`config.mk`:
```
export PLATFORM = sky130hd
export DESIGN_NAME = impulse_input_conditioner
export DESIGN_NICKNAME = d
export VERILOG_FILES = /design/src/rtl/impulse_pkg.sv /design/src/rtl/impulse_chan_filter.sv /design/src/rtl/impulse_input_conditioner.sv
export SDC_FILE = /design/constraint.sdc
export NUM_CORES = 1
export LEC_CHECK = 0
export ABC_AREA = 1
export BUFFER_PORTS_ARGS = -buffer_cell sky130_fd_sc_hd__buf_2
export CORE_UTILIZATION = 56
export CTS_BUF_LIST = sky130_fd_sc_hd__clkbuf_16
export DETAILED_ROUTE_END_ITERATION = 8
export GPL_TIMING_DRIVEN = 0
export PLACE_DENSITY = 0.82
export REMOVE_ABC_BUFFERS = 1
export SYNTH_ARGS = -nofsm -noshare
export SYNTH_HDL_FRONTEND = slang
export SYNTH_HIERARCHICAL = 1
export SYNTH_SLANG_ARGS = --single-unit
```
`constraint.sdc`:
```
create_clock -name clk -period 2.5 [get_ports clk]
set_input_delay 0.375 -clock clk [delete_from_list [all_inputs] [get_ports clk]]
set_output_delay 0.375 -clock clk [all_outputs]
set_load 0.02 [all_outputs]
```
`src/rtl/impulse_pkg.sv`:
```
// Shared definitions for the impulse counter front end: edge-mode encodings
// and the default channel count.
package impulse_pkg;

    localparam int unsigned N_CH_DEFAULT = 8;

    typedef enum logic [1:0] {
        EDGE_RISE = 2'b00,
        EDGE_FALL = 2'b01,
        EDGE_BOTH = 2'b10,
        EDGE_NONE = 2'b11
    } edge_mode_e;

endpackage

```
`src/rtl/impulse_chan_filter.sv`:
```
// One input lane: synchroniser, glitch filter, stable register and edge events.
// The glitch filter is built only when IMPULSE_GLITCH_FILTER_EN is defined.
module impulse_chan_filter #(
    parameter int unsigned SYNC_STAGES = 2,
    parameter int unsigned FILTER_LEN  = 3
) (
    input  logic clk,
    input  logic rst_n,
    input  logic prime,
    input  logic din,
    output logic level,
    output logic rise,
    output logic fall
);

    logic [SYNC_STAGES-1:0] sync_q, sync_d;
    logic                   sync_out;
    logic                   stable_q, stable_d;
    logic                   accept;

    always_comb begin
        sync_d   = {sync_q[SYNC_STAGES-2:0], din};
        sync_out = sync_q[SYNC_STAGES-1];
    end

`ifdef IMPULSE_GLITCH_FILTER_EN
    localparam int unsigned CNT_W = (FILTER_LEN > 1) ? $clog2(FILTER_LEN) : 1;
    localparam logic [CNT_W-1:0] CNT_MAX = CNT_W'(FILTER_LEN - 1);

    logic [CNT_W-1:0] cnt_q, cnt_d;

    always_comb begin
        cnt_d    = cnt_q;
        stable_d = stable_q;
        accept   = 1'b0;
        if (prime) begin
            stable_d = sync_out;
            cnt_d    = '0;
        end else if (sync_out == stable_q) begin
            cnt_d = '0;
        end else if (cnt_q == CNT_MAX) begin
            stable_d = sync_out;
            cnt_d    = '0;
            accept   = 1'b1;
        end else begin
            cnt_d = cnt_q + CNT_W'(1);
        end
    end

    always_ff @(posedge clk) begin
        if (!rst_n) cnt_q <= '0;
        else        cnt_q <= cnt_d;
    end
`else
    // Filter length has no meaning without the filter.
    localparam int unsigned FILTER_LEN_unused = FILTER_LEN;

    always_comb begin
        stable_d = sync_out;
        accept   = !prime && (sync_out != stable_q);
    end
`endif

    always_ff @(posedge clk) begin
        if (!rst_n) begin
            sync_q   <= '0;
            stable_q <= 1'b0;
        end else begin
            sync_q   <= sync_d;
            stable_q <= stable_d;
        end
    end

    always_comb begin
        level = stable_q;
        rise  = accept && sync_out;
        fall  = accept && !sync_out;
    end

endmodule

```
`src/rtl/impulse_input_conditioner.sv`:
```
// Impulse counter front end: N_CH channels plus RTC reference, synchronised,
// filtered and turned into registered edge pulses. Filter: IMPULSE_GLITCH_FILTER_EN.
module impulse_input_conditioner
    import impulse_pkg::*;
#(
    parameter int unsigned N_CH        = N_CH_DEFAULT,
    parameter int unsigned SYNC_STAGES = 2,
    parameter int unsigned FILTER_LEN  = 3
) (
    input  logic            clk,
    input  logic            rst_n,
    input  logic            ena,
    input  logic [1:0]      edge_mode,
    input  logic [N_CH-1:0] ch_in,
    input  logic            rtc_in,
    output logic [N_CH-1:0] ch_pulse,
    output logic [N_CH-1:0] ch_level,
    output logic            rtc_tick,
    output logic            any_pulse
);

    localparam int unsigned PRIME_INIT = SYNC_STAGES + 1;
    localparam int unsigned PRIME_W    =
        ($clog2(PRIME_INIT + 1) > 2) ? $clog2(PRIME_INIT + 1) : 2;

    logic [PRIME_W-1:0] prime_q, prime_d;
    logic               priming;
    edge_mode_e         mode_q, mode_d;
    logic [N_CH-1:0]    ch_rise, ch_fall, qual;
    logic               rtc_rise, rtc_fall_unused;
    logic [N_CH-1:0]    ch_pulse_q, ch_pulse_d;
    logic               rtc_tick_q, rtc_tick_d;
    logic               any_pulse_q, any_pulse_d;

    for (genvar i = 0; i < N_CH; i++) begin : g_ch
        impulse_chan_filter #(
            .SYNC_STAGES(SYNC_STAGES),
            .FILTER_LEN (FILTER_LEN)
        ) u_ch (
            .clk  (clk),
            .rst_n(rst_n),
            .prime(priming),
            .din  (ch_in[i]),
            .level(ch_level[i]),
            .rise (ch_rise[i]),
            .fall (ch_fall[i])
        );
    end

    impulse_chan_filter #(
        .SYNC_STAGES(SYNC_STAGES),
        .FILTER_LEN (FILTER_LEN)
    ) u_rtc (
        .clk  (clk),
        .rst_n(rst_n),
        .prime(priming),
        .din  (rtc_in),
        .level(),
        .rise (rtc_rise),
        .fall (rtc_fall_unused)
    );

    always_comb begin
        priming = (prime_q != '0);
        prime_d = priming ? prime_q - PRIME_W'(1) : prime_q;
        mode_d  = edge_mode_e'(edge_mode);
    end

    // Events are qualified by the edge mode registered on the previous edge.
    always_comb begin
        qual = '0;
        unique case (mode_q)
            EDGE_RISE: qual = ch_rise;
            EDGE_FALL: qual = ch_fall;
            EDGE_BOTH: qual = ch_rise | ch_fall;
            EDGE_NONE: qual = '0;
        endcase
        ch_pulse_d  = ena ? qual : '0;
        rtc_tick_d  = ena && rtc_rise;
        any_pulse_d = ena && ((|ch_pulse_q) || rtc_tick_q);
    end

    always_ff @(posedge clk) begin
        if (!rst_n) begin
            prime_q     <= PRIME_W'(PRIME_INIT);
            mode_q      <= EDGE_RISE;
            ch_pulse_q  <= '0;
            rtc_tick_q  <= 1'b0;
            any_pulse_q <= 1'b0;
        end else begin
            prime_q     <= prime_d;
            mode_q      <= mode_d;
            ch_pulse_q  <= ch_pulse_d;
            rtc_tick_q  <= rtc_tick_d;
            any_pulse_q <= any_pulse_d;
        end
    end

    always_comb begin
        ch_pulse  = ch_pulse_q;
        rtc_tick  = rtc_tick_q;
        any_pulse = any_pulse_q;
    end

endmodule

```
==> summary.txt, run 1 <==
unrepaired setup endpoints after global routing: no
routability cong.: 0.8228
GRT Util Overall: 0.2101
overflow left after global routing: 0
Post-CTS Setup Inserts: 0
design area: 0.001857 sq mm
Inst Count DP: 243
die area: 0.002892 sq mm
largest net degree at the start of global routing: 33
Syn Area/Cell: 8.250 sq um
Num CTS Buffers: 5
Post-Syn Area: 0.001501 sq mm
# DRC: 0
num rows: 18
chip height: 53.78 um
CP arrival: 1.81 ns
CTS tree: built
die width: 53.78 um
Tightest Pin Transition: 0.8052 ns
Vias per Instance: 4.665
min-delay worst type: input pin to flop
clock-pin slew on the worst setup and hold paths: 0.05 ns
Int Power: 1.173 mW
root buf cell: clkbuf_16
layout cell share with drive strength beyond 1: 0.2986
Yosys warnings: 6
fin crit period: 1.651 ns
number of antenna diodes: 0
post_cts resized: 0
sequential share of power: 0.471
initial antenna violation count: 0
final hold vios: 0
Top Ports: 32
WP data required: 2.66 ns
Initial DRT Pass Iterations: 4
CP Capture Type: flop
Combinational Power Share: 0.063
Post-CTS Hold Fix Bufs: 0
crit start category: flop
fin crit share: 0.6606
max cap viols: 0
Final setup viols: 0
final cell count without fillers: 251
clk sinks: 41
placed cell areas: 0.001694 sq mm
Buffers on Ports: 31
Slew HR: 0.4626
post-route ant nets: 0
Post-Route WL: 2570 um
Core Area: 0.002500 sq mm
Hold WS: 0.2734 ns
htree depth: 2
clock share of power: 0.466
clk buf depth: 2
register-to-register setup slack: 0.85 ns
fmax: 0.6056 GHz
Detail Placement HPWL: 1805 um
CP Max Fanout: 18
Layout Area Growth over Synthesis: 23.67%
Final Net Count: 235
worst skew pair latency: 0.28 ns
total negative slack: 0 ns
power per cell area: 796.1 mW/mm^2
clk_skew: 0.003167 ns
outcome: completed
Max VDD drop: 0.7269 mV
DR vias: 1,171
Initial Util: 0.6006
Sw Share: 0.2062
max-slew violation count: 0
initial drt markers: 24
first-pass GRT wire length: 3995 um
leakage power: 0.9787 nW
Net Sw Power: 0.3047 mW
Synth Instances: 182
wire per inst: 10.24 um
vias in the first global route: 959
Setup Crit Path Kind: flop to flop
-- flip-flops by register name, indices dropped and copies added (netlist names) --
name              flops
u_rtc/level           1
prime_q               2
ch_pulse              8
rtc_tick              1
mode_q                2
g_ch.u_ch/sync_q     16
any_pulse             1
u_rtc/sync_q          2
g_ch.u_ch/level       8
-- stage by stage --
step	worst slack [ns]	util	power, mW
global route	0.7044	0.7427	1.537
floorplan	1.074	-	0.7673
CTS	0.8426	0.7427	1.493
finish	0.8486	0.7427	1.478
detailed placement	0.8594	0.6777	0.8032
global placement	0.9563	0.6777	0.7943
-- area by class of cell --
cell class / instances / area [sq um]
well taps: 30 / 37.54
clock inverters: 3 / 37.54
multi-input cells: 88 / 481.7
flip-flops and latches: 41 / 820.8
clock buffers: 5 / 125.1
repair buffers: 31 / 155.1
fillers: 167 / 643.1
inverters: 53 / 198.9
-- cell usage in the layout, fill, tap and decap left out --
cell        n
dfxtp_1    41
clkinv_1    1
inv_1      44
nor2_1      7
a21oi_1     8
buf_2      31
nand2_2     1
o211ai_1    1
ha_1        1
bufinv_16   1
nand2_4     1
clkbuf_16   5
nor3_2     17
inv_2      10
nand3_1    10
nand2_1    42
-- power groups by stage --
stage	clock, mW	combinational (mW)	sequential (mW)
after floorplan	0	0.0549	0.712
after global placement	0	0.0860	0.708
after detailed placement	0	0.0926	0.711
after CTS	0.702	0.0936	0.697
after global routing	0.734	0.104	0.700
final	0.689	0.0926	0.697
-- per-layer routing --
metal	GRT usage	up-vias	wire length, um
li1	-	609	-
met1	0.2127	508	1023
met2	0.3333	41	1304
met3	0.07627	13	130
met4	0.1930	0	112
met5	0	-	0
-- critical path: stages (launching register included) --
cell	delay, ns
dfxtp_1	0.33
inv_1	0.07
ha_1	0.24
inv_1	0.61
nor3_2	0.10
nand3_1	0.12
a21oi_1	0.07
-- worst paths after layout --
path / startpoint / end / cells after the start
worst min register to register: g_ch[7].u_ch/sync_q[0] / g_ch[7].u_ch/sync_q[1] / 2
worst min-delay path: ch_in[6] / g_ch[6].u_ch/sync_q[0] / 3
worst max-delay path: prime_q[0] / ch_pulse[3] / 6
worst max register to register: prime_q[0] / ch_pulse[3] / 6
Note: power is estimated with default switching activity, not from simulation.
==> run 2, diff against run 1 <==
Settings changed: CORE_UTILIZATION 56 to 52, PLACE_DENSITY 0.82 to 0.77.
Clock period 2.5 ns to 1.6 ns, I/O delays scaled along.
==> summary.txt, run 2 (synthesis results as in run 1) <==
outcome: completed (unchanged)
Critical R2R Launch: prime_q[0] (unchanged)
hold depth: 3 (unchanged)
GRT Util Overall: 0.1775 (was 0.2101)
CP Capture Type: flop (unchanged)
min-delay worst type: input pin to flop (unchanged)
reg2reg path depth: 7 (was 6)
num rows: 19 (was 18)
routability cong.: 0.7395 (was 0.8228)
clk buf depth: 2 (unchanged)
vias in the first global route: 993 (was 959)
initial antenna violation count: 0 (unchanged)
die width: 55.74 um (was 53.78 um)
largest net degree at the start of global routing: 33 (unchanged)
reg-to-reg endpoint: ch_pulse[2] (was ch_pulse[3])
post-route ant nets: 0 (unchanged)
Largest register FFs: 16 (unchanged)
htree depth: 2 (unchanged)
Hold Path Origin: ch_in[5] (was ch_in[6])
clk_skew: 0.005905 ns (was 0.003167 ns)
fin crit period: 1.413 ns (was 1.651 ns)
area occupied by multi-input gates: 484.2 sq um (was 481.7 sq um)
number of antenna diodes: 0 (unchanged)
max-slew violation count: 0 (unchanged)
crit-path cells: inv_1 > ha_2 > clkinvlp_4 > buf_4 > nor3_2 > nand3_1 > a21oi_1 (was inv_1 > ha_1 > inv_1 > nor3_2 > nand3_1 > a21oi_1)
crit start category: flop (unchanged)
Tightest Pin Transition: 0.5362 ns (was 0.8052 ns)
clock-pin slew on the worst setup and hold paths: 0.06 ns (was 0.05 ns)
die area: 0.003106 sq mm (was 0.002892 sq mm)
power per cell area: 1238 mW/mm^2 (was 796.1 mW/mm^2)
overflow left after global routing: 0 (unchanged)
register-to-register setup slack: 0.19 ns (was 0.85 ns)
fmax: 0.7076 GHz (was 0.6056 GHz)
wire per inst: 9.126 um (was 10.24 um)
chip height: 55.74 um (was 53.78 um)
Num CTS Buffers: 5 (unchanged)
CP arrival: 1.62 ns (was 1.81 ns)
Buffers on Ports: 31 (unchanged)
Tot Pwr: 2.327 mW (was 1.478 mW)
met3 WL: 129 um (was 130 um)
# DRC: 0 (unchanged)
Final Net Count: 237 (was 235)
Initial Util: 0.5492 (was 0.6006)
CP max-delay cell: dfxtp_1 (was inv_1)
Inst Count DP: 244 (was 243)
initial drt markers: 26 (was 24)
Detail Placement HPWL: 1518 um (was 1805 um)
Setup Crit Path Kind: flop to flop (unchanged)
Met2 Routed Length: 1106 um (was 1304 um)
Top Ports: 32 (unchanged)
Post-CTS Hold Fix Bufs: 0 (unchanged)
Max Used Layer: met4 (unchanged)
Register Area: 820.8 sq um (unchanged)
unrepaired setup endpoints after global routing: no (unchanged)
total negative slack: 0 ns (unchanged)
filler instances: 219 (was 167)
Vias per Instance: 4.559 (was 4.665)
Worst Hold Path EP: g_ch[5].u_ch/sync_q[0] (was g_ch[6].u_ch/sync_q[0])
Hold WS: 0.1372 ns (was 0.2734 ns)
leakage power: 0.9841 nW (was 0.9787 nW)
clk sinks: 41 (unchanged)
first-pass GRT wire length: 4160 um (was 3995 um)
WL met1: 1025 um (was 1023 um)
Top reg by flops: g_ch.u_ch/sync_q (unchanged)
Final setup viols: 0 (unchanged)
most common library cell in the layout ignoring fill and taps: inv_1 (unchanged)
Core Area: 0.002734 sq mm (was 0.002500 sq mm)
WP data required: 1.80 ns (was 2.66 ns)
Final Util: 0.6874 (was 0.7427)
CP Max Fanout: 10 (was 18)
Initial DRT Pass Iterations: 4 (unchanged)
layout cell share with drive strength beyond 1: 0.3139 (was 0.2986)
worst skew pair latency: 0.28 ns (about the same)
Post-Route WL: 2318 um (was 2570 um)
root buf cell: clkbuf_16 (unchanged)
DR vias: 1,158 (was 1,171)
Largest stage delay, worst path: 0.32 ns (was 0.61 ns)
Max VDD drop: 1.009 mV (was 0.7269 mV)
final cell count without fillers: 254 (was 251)
most frequent cells in the layout: inv_1, nand2_1, dfxtp_1 (unchanged)
max cap viols: 0 (unchanged)
Layout Area Growth over Synthesis: 25.17% (was 23.67%)
final hold vios: 0 (unchanged)
CTS tree: built (unchanged)
fin crit share: 0.8833 (was 0.6606)
Slew HR: 0.6426 (was 0.4626)
[run 2: how the worst max path moves through the flow]
stage	slack, ns	endpoint	from
2_1_floorplan	0.17	ch_pulse[0]	prime_q[0]
3_3_place_gp	0.03	ch_pulse[2]	prime_q[0]
3_5_place_dp	0.0006	ch_pulse[1]	prime_q[0]
4_1_cts	0.18	ch_pulse[2]	prime_q[0]
5_1_grt	0.05	ch_pulse[2]	prime_q[0]
6_report	0.19	ch_pulse[2]	prime_q[0]
[run 2: layout make-up]
cell class / instances / share of cell area
tap: 31 / 0.02064
inverter: 53 / 0.1079
sequential: 41 / 0.4368
timing repair buffer: 33 / 0.09055
clock inverter: 3 / 0.01997
multi-input combinational: 88 / 0.2577
clock buffer: 5 / 0.06658
[run 2: metal layers]
layer / vias to the layer above / global-route usage
li1: 611 / -
met1: 504 / 0.2119
met2: 36 / 0.2754
met3: 7 / 0.05581
met4: 0 / 0.1143
met5: - / 0
[run 2: power by group]
part / leakage (nW) / internal, mW / switching [mW]
Sequential: 0.336 / 1.06 / 0.0240
Clock: 0.0826 / 0.723 / 0.361
Combinational: 0.565 / 0.0565 / 0.0994
Total: 0.984 / 1.84 / 0.484
[run 2: critical path, delay by kind of cell, from the launching register on]
kind | cells | cell delay (ns)
flops | 1 | 0.32
compound gates | 1 | 0.15
simple gates | 2 | 0.25
buf+inv | 3 | 0.39
fa+ha+maj | 1 | 0.24
[run 2: what timing repair did]
| item | CTS | global route |
|---|---|---|
| cloned | 0 | 0 |
| buffers inserted | 2 | 0 |
| resized for setup | 1 | 1 |
| setup endpoints to repair | 8 | 1 |
[run 2: per-stage QoR]
stage / area (sq um) / worst slack [ns]
after floorplan: 1501 / 0.1737
after CTS: 1877 / 0.1764
after detailed placement: 1695 / 0.0005899
after global routing: 1879 / 0.05340
after global placement: 1695 / 0.03459
final: 1879 / 0.1868
==> run 3, diff against run 2 <==
Settings changed: CELL_PAD_IN_SITES_DETAIL_PLACEMENT from default to 1, CELL_PAD_IN_SITES_GLOBAL_PLACEMENT from default to 1, CORE_UTILIZATION 52 to 38, PLACE_DENSITY 0.77 to 0.73.
==> summary.txt, run 3 (synthesis results as in run 1) <==
outcome: completed (unchanged)
final hold vios: 0 (unchanged)
dpl ws: -0.1136 ns (was 0.0005899 ns)
WP data required: 1.80 ns (about the same)
initial drt markers: 41 (was 26)
Hold WS: 0.1418 ns (was 0.1372 ns)
Post-Route WL: 3017 um (was 2318 um)
reg-to-reg endpoint: ch_pulse[2] (unchanged)
clk sinks: 41 (unchanged)
Critical R2R Launch: prime_q[0] (unchanged)
root buf cell: clkbuf_16 (unchanged)
Num CTS Buffers: 5 (unchanged)
max-slew violation count: 0 (unchanged)
Buffers on Ports: 31 (unchanged)
crit start category: flop (unchanged)
chip height: 64.86 um (was 55.74 um)
max cap viols: 0 (unchanged)
# DRC: 0 (unchanged)
CP Depth: 7 (unchanged)
clock-pin slew on the worst setup and hold paths: 0.06 ns (about the same)
Final Util: 0.5084 (was 0.6874)
first-pass GRT wire length: 5175 um (was 4160 um)
placed cell areas: 0.001717 sq mm (was 0.001695 sq mm)
CP Max Fanout: 17 (was 10)
Top Ports: 32 (unchanged)
die width: 64.86 um (was 55.74 um)
Final setup viols: 0 (unchanged)
DR vias: 1,209 (was 1,158)
GRT Util Overall: 0.1660 (was 0.1775)
Setup Crit Path Kind: flop to flop (unchanged)
Top reg by flops: g_ch.u_ch/sync_q (unchanged)
routability cong.: 0.7211 (was 0.7395)
largest net degree at the start of global routing: 33 (unchanged)
WP buf/inv: 3 (unchanged)
PnR worst setup slack: 0.1978 ns (was 0.1868 ns)
Slew HR: 0.6251 (was 0.6426)
CP Capture Type: flop (unchanged)
Layout Area Growth over Synthesis: 25.83% (was 25.17%)
initial antenna violation count: 0 (unchanged)
CP max-delay cell: dfxtp_1 (unchanged)
Detail Placement HPWL: 2163 um (was 1518 um)
num rows: 22 (was 19)
number of antenna diodes: 0 (unchanged)
power per cell area: 1157 mW/mm^2 (was 1238 mW/mm^2)
min-delay worst type: input pin to flop (unchanged)
CP arrival: 1.61 ns (was 1.62 ns)
leakage power: 0.9825 nW (was 0.9841 nW)
Max VDD drop: 0.5535 mV (was 1.009 mV)
Core Area: 0.003716 sq mm (was 0.002734 sq mm)
most frequent cells in the layout: inv_1, nand2_1, dfxtp_1 (unchanged)
Largest stage delay, worst path: 0.31 ns (was 0.32 ns)
Largest register FFs: 16 (unchanged)
Tightest Pin Transition: 0.5624 ns (was 0.5362 ns)
post-route ant nets: 0 (unchanged)
crit path launch: prime_q[0] (unchanged)
layout cell share with drive strength beyond 1: 0.3184 (was 0.3139)
fin crit period: 1.402 ns (was 1.413 ns)
crit-path cells: inv_1 > ha_2 > clkinvlp_4 > buf_12 > nor3_2 > nand3_1 > a21oi_1 (was inv_1 > ha_2 > clkinvlp_4 > buf_4 > nor3_2 > nand3_1 > a21oi_1)
Vias per Instance: 4.461 (was 4.559)
Initial Util: 0.4040 (was 0.5492)
register-to-register setup slack: 0.20 ns (was 0.19 ns)
total negative slack: 0 ns (unchanged)
fmax: 0.7131 GHz (was 0.7076 GHz)
clk buf depth: 2 (unchanged)
wire per inst: 11.13 um (was 9.126 um)
die area: 0.004207 sq mm (was 0.003106 sq mm)
fin crit share: 0.8764 (was 0.8833)
delay-heaviest family, CP: buffers and inverters (unchanged)
overflow left after global routing: 0 (unchanged)
htree depth: 2 (unchanged)
worst skew pair latency: 0.28 ns (about the same)
clk_skew: 0.003161 ns (was 0.005905 ns)
worst setup path end: ch_pulse[2] (unchanged)
reg2reg path depth: 7 (unchanged)
design area: 0.001889 sq mm (was 0.001879 sq mm)
CTS tree: built (unchanged)
Hold Path Origin: ch_in[3] (was ch_in[5])
hold depth: 3 (unchanged)
Initial DRT Pass Iterations: 4 (unchanged)
most common library cell in the layout ignoring fill and taps: inv_1 (unchanged)
unrepaired setup endpoints after global routing: no (unchanged)
vias in the first global route: 1,214 (was 993)
Final Net Count: 237 (unchanged)
[run 3: changes by cell type in the layout (fill, tap and decap cells not counted)]
| cell | before | now |
|---|---|---|
| clkinv_2 | 0 | 2 |
| bufinv_16 | 1 | 0 |
| buf_12 | 0 | 1 |
| buf_4 | 2 | 1 |
| clkinv_1 | 1 | 0 |
[run 3: how the worst min path moves through the flow]
stage,to,slack [ns]
after floorplan,prime_q[0],0.32
after global placement,g_ch[0].u_ch/sync_q[1],0.39
after detailed placement,g_ch[2].u_ch/sync_q[1],0.40
after CTS,g_ch[3].u_ch/sync_q[0],0.13
after global routing,g_ch[2].u_ch/sync_q[0],0.15
final,g_ch[3].u_ch/sync_q[0],0.14
[run 3: final cells by class]
cell class | count | area [sq um]
fill | 469 | 1827
sequential | 41 | 820.8
multi-input combinational | 88 | 484.2
inverter | 53 | 202.7
timing repair buffer | 33 | 182.7
clock buffer | 5 | 125.1
tap | 48 | 60.06
clock inverter | 3 | 13.76
[run 3: routing by layer]
metal | routed length [um] | global-route usage | vias to the layer above
li1 | - | - | 612
met1 | 1206 | 0.1676 | 563
met2 | 1632 | 0.3099 | 27
met3 | 117 | 0.03697 | 7
met4 | 60 | 0.09167 | 0
met5 | 0 | 0 | -
[run 3: power by group]
| group | switching (mW) | internal (mW) | leakage [nW] |
|---|---|---|---|
| registers | 0.0256 | 1.06 | 0.336 |
| logic | 0.106 | 0.0628 | 0.572 |
| clock network | 0.363 | 0.565 | 0.0748 |
[run 3: metrics by stage]
step | cells | power [mW]
after global placement | 261 | 1.245
after CTS | 271 | 2.211
after floorplan | 182 | 1.199
final | 271 | 2.185
after detailed placement | 261 | 1.262
after global routing | 271 | 2.281
[run 3: what timing repair did]
item	4_1_cts	5_1_grt
buffers inserted	2	0
resized for setup	1	1
hold buffers	0	0
setup endpoints to repair	9	3
[run 3: worst reg2reg max path, cell delays in order (launching register included)]
cell and delay, ns:
dfxtp_1 0.31, inv_1 0.08, ha_2 0.24, clkinvlp_4 0.12, buf_12 0.17, nor3_2 0.17, nand3_1 0.10, a21oi_1 0.15
